==> src/rtl/pcs_rx_pkg.sv <==
// pcs_rx_pkg: 4B/5B code-group constants, receive FSM states and the 5B-to-4B lookup,
// shared with the transmit side.
package pcs_rx_pkg;
    localparam logic [4:0] CODE_I = 5'b11111;
    localparam logic [4:0] CODE_J = 5'b11000;
    localparam logic [4:0] CODE_K = 5'b10001;
    localparam logic [4:0] CODE_T = 5'b01101;
    localparam logic [4:0] CODE_R = 5'b00111;
    localparam logic [4:0] CODE_H = 5'b00100;
    localparam logic [9:0] CODE_JK = {CODE_J, CODE_K};

    typedef enum logic [1:0] {IDLE, DATA, END, BAD} state_t;

    // returns {is_data, nibble}
    function automatic logic [4:0] lookup_5b4b(input logic [4:0] g);
        case (g)
            5'b11110: return 5'h10;
            5'b01001: return 5'h11;
            5'b10100: return 5'h12;
            5'b10101: return 5'h13;
            5'b01010: return 5'h14;
            5'b01011: return 5'h15;
            5'b01110: return 5'h16;
            5'b01111: return 5'h17;
            5'b10010: return 5'h18;
            5'b10011: return 5'h19;
            5'b10110: return 5'h1A;
            5'b10111: return 5'h1B;
            5'b11010: return 5'h1C;
            5'b11011: return 5'h1D;
            5'b11100: return 5'h1E;
            5'b11101: return 5'h1F;
            default:  return 5'h00;
        endcase
    endfunction
endpackage

==> src/rtl/pcs_rx_decode.sv <==
// pcs_5b4b_decode: combinational 5B-to-4B decode of one code group (transmit order, MSB first).
module pcs_5b4b_decode
    import pcs_rx_pkg::*;
(
    input  logic [4:0] grp,
    output logic [3:0] nibble,
    output logic       is_data,
    output logic       is_ctrl
);
    assign {is_data, nibble} = lookup_5b4b(grp);
    assign is_ctrl = grp inside {CODE_I, CODE_J, CODE_K, CODE_T, CODE_R, CODE_H};
endmodule

==> src/rtl/pcs_rx.sv <==
// pcs_rx: 100BASE-X style receive PCS; aligns on J,K, decodes 5B groups to nibbles and
// flags false carrier, taking one or two line bits per cycle.
module pcs_rx
    import pcs_rx_pkg::*;
(
    input  logic       clk,
    input  logic       rst,
    input  logic [1:0] nrz,
    input  logic [1:0] nrz_valid,
    output logic       rx_ce,
    output logic [3:0] rx_data,
    output logic       rx_dv,
    output logic       rx_er,
    output logic       false_carrier
);
    state_t     state, st;
    logic [9:0] hist, h;
    logic [2:0] cnt, c;
    logic [4:0] grp;
    logic [3:0] nibble, e_data;
    logic       is_data, is_ctrl, emit, e_dv, e_er, fc, done, b, take;

    // a group needs five bits, so at most one completes per cycle; the registered
    // count tells whether it ends on the first or the second bit
    assign grp = (cnt == 3'd4) ? {hist[3:0], nrz[1]} : {hist[2:0], nrz};

    pcs_5b4b_decode u_dec (
        .grp    (grp),
        .nibble (nibble),
        .is_data(is_data),
        .is_ctrl(is_ctrl)
    );

    always_comb begin
        st = state;
        h = hist;
        c = cnt;
        emit = 1'b0;
        e_dv = 1'b0;
        e_er = 1'b0;
        e_data = 4'h0;
        fc = 1'b0;
        done = 1'b0;
        b = 1'b0;
        take = 1'b0;
        for (int i = 0; i < 2; i++) begin
            take = (i == 0) ? (nrz_valid != 2'b00) : nrz_valid[1];
            b = (i == 0) ? nrz[1] : nrz[0];
            if (take) begin
                h = {h[8:0], b};
                done = (c == 3'd4);
                c = done ? 3'd0 : c + 3'd1;
                case (st)
                    // judge a start delimiter once its first zero sits where J's would
                    IDLE: if (h == CODE_JK) begin
                        st = DATA;
                        c = 3'd0;
                    end else if (!h[7] && |(~h[6:0])) begin
                        st = BAD;
                        fc = 1'b1;
                        emit = 1'b1;
                        e_er = 1'b1;
                        e_data = 4'hE;
                    end
                    DATA: if (done) begin
                        emit = !(is_ctrl && grp == CODE_T);
                        e_dv = !(is_ctrl && grp == CODE_I);
                        e_er = !is_data;
                        e_data = is_data ? nibble : 4'h0;
                        if (!emit) st = END;
                        else if (!e_dv) begin
                            st = IDLE;
                            h = '1;
                        end
                    end
                    END: if (done) begin
                        emit = 1'b1;
                        e_er = !(is_ctrl && grp == CODE_R);
                        st = IDLE;
                        h = '1;
                    end
                    BAD: if (&h) st = IDLE;
                    default: st = IDLE;
                endcase
            end
        end
    end

    always_ff @(posedge clk or posedge rst) begin
        if (rst) begin
            state <= IDLE;
            hist <= '1;
            cnt <= '0;
            rx_ce <= 1'b0;
            rx_data <= 4'h0;
            rx_dv <= 1'b0;
            rx_er <= 1'b0;
            false_carrier <= 1'b0;
        end else begin
            state <= st;
            hist <= h;
            cnt <= c;
            rx_ce <= emit && !rx_ce;
            false_carrier <= fc;
            if (emit && !rx_ce) begin
                rx_data <= e_data;
                rx_dv <= e_dv;
                rx_er <= e_er;
            end
        end
    end
endmodule

==> config.mk <==
export PLATFORM = sky130hd
export DESIGN_NAME = pcs_rx
export DESIGN_NICKNAME = d
export VERILOG_FILES = /design/src/rtl/pcs_rx_pkg.sv /design/src/rtl/pcs_rx_decode.sv /design/src/rtl/pcs_rx.sv
export SDC_FILE = /design/constraint.sdc
export NUM_CORES = 1
export LEC_CHECK = 0
export BUFFER_PORTS_ARGS = -buffer_cell sky130_fd_sc_hd__buf_2
export CAP_MARGIN = 20
export CORE_ASPECT_RATIO = 1.75
export CORE_UTILIZATION = 52
export DETAILED_ROUTE_END_ITERATION = 7
export GPL_TIMING_DRIVEN = 0
export PLACE_DENSITY = 0.8
export SETUP_SLACK_MARGIN = 0.4
export SLEW_MARGIN = 20
export SYNTH_ARGS = -nofsm -noshare
export SYNTH_HDL_FRONTEND = slang
export SYNTH_HIERARCHICAL = 1
export SYNTH_SLANG_ARGS = --single-unit
==> constraint.sdc <==
create_clock -name clk -period 4.6 [get_ports clk]
set_input_delay 0.23 -clock clk [delete_from_list [all_inputs] [get_ports clk]]
set_output_delay 0.23 -clock clk [all_outputs]
set_load 0.01 [all_outputs]
==> impl_metrics.json, run 1 <==
{
  "area_growth_syn_to_layout_pct": 17.6,
  "min_path_type": "input port to async pin",
  "cts_root_buf": "clkbuf_8",
  "top_usage_layer": "met2",
  "clkLatencyLatePin_ps": 270,
  "synth.cell_area_sq_um": 2500,
  "dieArea_sq_um": 5100,
  "cap_violations": 0,
  "die_y_microns": 93.8,
  "rows": 33,
  "min_period_ps": 4090,
  "fin_crit_sh_pct": 88.9,
  "end_kind": "register",
  "antenna_found_initial": 0,
  "avgSynthCellArea_sq_um": 7.97,
  "ir_worst_vdd_mv": 0.529,
  "leakagePower_nw": 1.24,
  "cts_buffer_depth": 2,
  "required_ps": 4760,
  "synth_nets": 335,
  "wl_microns": 7250,
  "nets": 365,
  "slowest_delay_ps": 360,
  "crit_path_start_kind": "register",
  "fp.dieW_microns": 54.4,
  "p_int_w": 0.00104,
  "met3_usage_pct": 4.53,
  "seq_area_frac_synth_pct": 22.5,
  "sw_frac_of_total_pct": 50.0,
  "synthDominantAreaCellType": "dfrtp_1",
  "cp_top_family": "compound AO/OA/AOI/OAI gates",
  "ys_ff_latch": 22,
  "grt_pass1_wl_microns": 11500,
  "htreeDepth": 1,
  "synth.area.top_cells": "dfrtp_1 13%, dfstp_2 9.5%, ha_1 7.5%",
  "regToRegEndpoint": "rx_data[1]",
  "hpwl_microns": 5440,
  "post-place-cells": 378,
  "status": "finished, final reports clean",
  "final_cell_mix": "29 x nand2_1, 28 x o21ai_0, 22 x inv_1, 22 x nor2_1, 16 x buf_2",
  "ant_nets": 0,
  "cp.arrival_ps": 4250,
  "slew_headroom_pct": 45.1,
  "coreArea_sq_um": 4670,
  "grt.total_usage_pct": 31.0,
  "grt_max_degree": 23,
  "p_clk_share_pct": 7.1,
  "numPortBuffers": 12,
  "yosysTopAreaCellShare_pct": 13.0,
  "cts_buffers": 3,
  "firstDrtPassIters": 6,
  "start_util_pct": 53.6,
  "vias": 2589,
  "drcViolationCount": 0,
  "ys_async_sr_fraction_pct": 100,
  "grt_pass1_vias": 2489,
  "power_switching_w": 0.00103,
  "maxSlewViolCount": 0,
  "hold_viol": 0,
  "final_common_cell": "nand2_1",
  "first_iter_violations": 118,
  "reg2reg_slack_ps": 510,
  "wl_per_cell_microns": 18.4,
  "crit_top_cell": "buf_6",
  "finalSetupViolations": 0,
  "viasPerCell": 6.55,
  "path_cells": "inv_1 > ha_2 > buf_6 > and2_4 > buf_6 > nand2_1 > nand2_2 > buf_6 > xor2_2 > o41ai_4 > nand3_2 > o21ai_2 > a31oi_1 > o21ai_2 > ha_2 > buf_6 > a21oi_1 > o32a_1 > a221o_1 > buf_6 > mux2_4",
  "timing.fmax_ghz": 0.245,
  "fin_tns_setup_ps": 0,
  "pin_count": 14,
  "yosysWarnings": 6,
  "grt_overflow": 0,
  "power_frac_seq_pct": 18.8,
  "place_congestion": 0.978,
  "skew_ps": 2.79,
  "rr_startpoint": "cnt[0]",
  "tritoncts": "done",
  "antennaDiodeCount": 0,
  "tightest_slew_ps": 823,
  "synth_edf_count": 0,
  "grt_setup_unrepaired": "no",
  "p_comb_share_pct": 74.1,
  "path_buf_inv": 6,
  "hold_ws_ps": 104,
  "powerDensity_nw_per_um2": 704,
  "drive_gt1_share_pct": 30.9,
  "use_met1_pct": 30.9,
  "r2r_cells": 21,
  "synth_cell_type_count": 74,
  "cts.clk_slew.worst_paths_ps": 80,
  "stdcell_count": 395,
  "cts_sinks": 22,
  "critPathKind": "register to register",
  "synth_flop_cell": "dfrtp_1",
  "cpMaxStageDelayCell": "dfrtp_1",
  "synth_cells": 314,
  "met2_usage_pct": 53.9,
  "hold_buffers": 0,
  "crit_fanout": 10
}
==> cell type report <==
class	instances	area, sq um
Fill cell	399	1720
Inverter	25	93.8
Sequential cell	22	562
Timing Repair Buffer	25	161
Buffer	18	140
Clock buffer	4	55.1
Multi-Input combinational cell	249	1870
Tap cell	52	65.1
==> flip-flops by register name, indices dropped and copies added (netlist names) <==
signal,flops
rx_ce,1
false_carrier,1
rx_dv,1
hist,9
rx_er,1
cnt,3
state,2
rx_data,4
==> per-stage QoR <==
stage          power, W  instance area, sq um  util (%)  setup WS [ps]
2_1_floorplan   0.00140                  2500         -            472
3_3_place_gp    0.00167                  2630      56.3           -131
3_5_place_dp    0.00170                  2630      56.3           -248
4_1_cts         0.00200                  2850      61.2            400
5_1_grt         0.00224                  2940      63.1            402
6_report        0.00207                  2940      63.1            510
==> cells by family after synthesis <==
| family | synth area share [%] |
|---|---|
| buf+inv | 8.70 |
| xor+xnor | 0.700 |
| compound gates | 30.3 |
| mux | 4.45 |
| fa+ha+maj | 7.50 |
| flops | 22.5 |
| simple gates | 25.9 |
==> synthesized netlist by cell type (6+ instances only) <==
cell,instances
nand3_1,14
and3_1,9
ha_1,15
dfrtp_1,13
nor2b_1,6
inv_1,24
buf_2,6
nor2_1,22
nand2_1,34
o21ai_0,34
a21oi_1,14
nand4_1,6
o211ai_1,9
dfstp_2,9
==> worst reg2reg max path, delay by kind of cell, from the launching register on <==
| kind | cells | cell delay, ps |
|---|---|---|
| compound gates | 7 | 1520 |
| flops | 1 | 360 |
| mux | 1 | 290 |
| buf+inv | 6 | 740 |
| simple gates | 4 | 440 |
| fa+ha+maj | 2 | 420 |
| xor+xnor | 1 | 190 |
==> power by group through the flow <==
stage	registers, W	clock network, W	logic, W
6_report	0.000390	0.000147	0.00153
3_3_place_gp	0.000391	0	0.00128
5_1_grt	0.000403	0.000156	0.00168
3_5_place_dp	0.000394	0	0.00131
2_1_floorplan	0.000381	0	0.00102
4_1_cts	0.000386	0.000148	0.00147
==> layer usage <==
layer  routed length (microns)  vias up
li1                          -     1209
met1                      2520     1212
met2                      3870      117
met3                       349       51
met4                       513        0
met5                         0        -
==> worst max path at each step <==
stage               startpoint  depth (start not counted)  slack, ps    endpoint
floorplan               cnt[0]                         22        470  rx_data[1]
global placement        cnt[0]                         20       -130  rx_data[2]
detailed placement      cnt[0]                         20       -250  rx_data[2]
CTS                     cnt[0]                         23        400  rx_data[1]
global route            cnt[0]                         21        400  rx_data[1]
finish                  cnt[0]                         21        510  rx_data[1]
==> timing repair <==
action | CTS | global route
pin swaps | 7 | 8
setup endpoints to repair | 21 | 16
resized for setup | 27 | 18
setup buffers | 10 | 3
Note: power is estimated with default switching activity, not from simulation.
==> run 2, diff against run 1 <==
CORE_ASPECT_RATIO = 2   (was 1.75)
==> impl_metrics.json, run 2 (synthesized netlist as in run 1, its figures left out) <==
{
  "status": "finished, final reports clean",
  "cts.clk_slew.worst_paths_ps": 90,
  "grt_setup_unrepaired": "no",
  "viasPerCell": 6.58,
  "antenna_found_initial": 0,
  "power_switching_w": 0.00113,
  "min_path_type": "input port to async pin",
  "powerDensity_nw_per_um2": 733,
  "reg.largest.list": "hist (9), rx_data (4), cnt (3)",
  "required_ps": 4770,
  "drive_gt1_share_pct": 34.0,
  "die_y_microns": 100,
  "grt_pass1_wl_microns": 12300,
  "wl_microns": 8140,
  "cp.arrival_ps": 4320,
  "hold_viol": 0,
  "tritoncts": "done",
  "timing.fmax_ghz": 0.241,
  "cts_sinks": 22,
  "largest_register_ffs": 9,
  "grt_pass1_vias": 2618,
  "cts_buffer_depth": 2,
  "clkLatencyLatePin_ps": 270,
  "htreeDepth": 1,
  "coreArea_sq_um": 4600,
  "final_common_cell": "o21ai_0",
  "hpwl_microns": 5850,
  "fp.dieW_microns": 51.1,
  "cap_violations": 0,
  "antennaDiodeCount": 0,
  "skew_ps": 1.40,
  "rows": 35,
  "fin_tns_setup_ps": 0,
  "vias": 2686,
  "leakagePower_nw": 1.31,
  "nets": 375,
  "seq_area_sq_um": 562,
  "cpMaxStageDelayCell": "o311ai_4",
  "cts_root_buf": "clkbuf_8",
  "path_buf_inv": 8,
  "first_iter_violations": 105,
  "crit_top_cell": "buf_6",
  "crit_path_start_kind": "register",
  "grt.total_usage_pct": 32.3,
  "path_cells": "inv_1 > ha_2 > buf_6 > and2_4 > buf_6 > nand2_2 > nand2_2 > buf_6 > xor2_4 > o41ai_4 > buf_4 > o2111ai_4 > buf_4 > buf_4 > o311ai_4 > nand4_1 > o211ai_1 > a221o_1 > buf_6 > mux2_4",
  "slew_headroom_pct": 40.7,
  "largest-register": "hist",
  "p_clk_share_pct": 8.3,
  "area_growth_syn_to_layout_pct": 24.0,
  "end_kind": "register",
  "multi_input_area_sq_um": 1930,
  "start_util_pct": 54.4,
  "nFillCells": 377,
  "fin_crit_sh_pct": 90.2,
  "min_period_ps": 4150,
  "numPortBuffers": 12,
  "final_cell_mix": "29 x o21ai_0, 28 x nand2_1, 24 x buf_4, 22 x inv_1, 22 x nor2_1",
  "ant_nets": 0,
  "tightest_slew_ps": 889,
  "place_congestion": 1.04,
  "p_total_w": 0.00227,
  "maxSlewViolCount": 0,
  "finalSetupViolations": 0,
  "grt_overflow": 0,
  "crit_fanout": 8,
  "cp_top_family": "compound AO/OA/AOI/OAI gates",
  "ir_worst_vdd_mv": 0.404,
  "grt_max_degree": 23,
  "sw_frac_of_total_pct": 49.5,
  "drcViolationCount": 0,
  "p_comb_share_pct": 74.4,
  "slowest_delay_ps": 400,
  "cts_buffers": 3,
  "pin_count": 14,
  "dieArea_sq_um": 5110,
  "critPathKind": "register to register",
  "p_int_w": 0.00115,
  "power_frac_seq_pct": 17.3,
  "wl_per_cell_microns": 20.0,
  "firstDrtPassIters": 5
}
==> run 2: worst paths after layout <==
check	slack (ps)	to	from	depth (start not counted)
min in group clk	400	hist[0]	nrz[0]	3
max in group asynchronous	3930	rx_data[0]	rst	2
worst min register to register	520	rx_data[2]	rx_data[2]	1
worst max-delay path	450	rx_data[3]	cnt[0]	20
worst min-delay path	130	cnt[0]	rst	2
worst max register to register	450	rx_data[3]	cnt[0]	20
==> run 2: area by class of cell <==
cell class | count | area share, %
multi-input cells | 249 | 62.2
clock buffers | 3 | 1.33
inverters | 25 | 3.02
plain buffers | 18 | 4.64
repair buffers | 35 | 7.50
well taps | 55 | 2.22
flip-flops and latches | 22 | 18.1
clock inverters | 1 | 0.968
==> run 2: what timing repair did <==
item | 4_1_cts | 5_1_grt
setup endpoints to repair | 22 | 18
pin swaps | 7 | 13
resized for setup | 31 | 21
hold buffers | 0 | 0
setup buffers | 12 | 11
gates cloned | 0 | 0
==> run 2: per-stage QoR <==
stage | worst slack (ps) | hold WS, ps | util, % | instances | instance area, sq um
2_1_floorplan | 472 | 213 | - | 314 | 2500
3_3_place_gp | -273 | 436 | 57.2 | 381 | 2630
3_5_place_dp | -375 | 444 | 57.2 | 381 | 2630
4_1_cts | 408 | 151 | 63.6 | 397 | 2920
5_1_grt | 307 | 191 | 67.5 | 408 | 3100
6_report | 450 | 134 | 67.5 | 408 | 3100
==> run 2: routing by layer <==
metal | up-vias | GRT usage (%) | part of all wire, %
met1 | 1261 | 28.7 | 32
met5 | - | 0 | 0
met2 | 134 | 60.1 | 54
met4 | 0 | 25.9 | 8.3
met3 | 57 | 5.15 | 5.3
li1 | 1234 | - | -
==> run 2: power groups by stage <==
stage | logic [W] | clock network, W | registers, W
6_report | 0.00169 | 0.000190 | 0.000393
2_1_floorplan | 0.00102 | 0 | 0.000381
3_3_place_gp | 0.00130 | 0 | 0.000391
3_5_place_dp | 0.00133 | 0 | 0.000396
4_1_cts | 0.00151 | 0.000188 | 0.000389
5_1_grt | 0.00182 | 0.000197 | 0.000401
==> run 2: worst reg2reg max path: cells and delay by family (launching register included) <==
family	cells	cell delay, ps
XOR/XNOR	1	190
AO/OA/AOI/OAI	5	1220
flip-flops	1	380
multiplexers	1	300
adder cells (fa/ha/maj)	1	170
AND/OR/NAND/NOR	4	650
buffers and inverters	8	1140
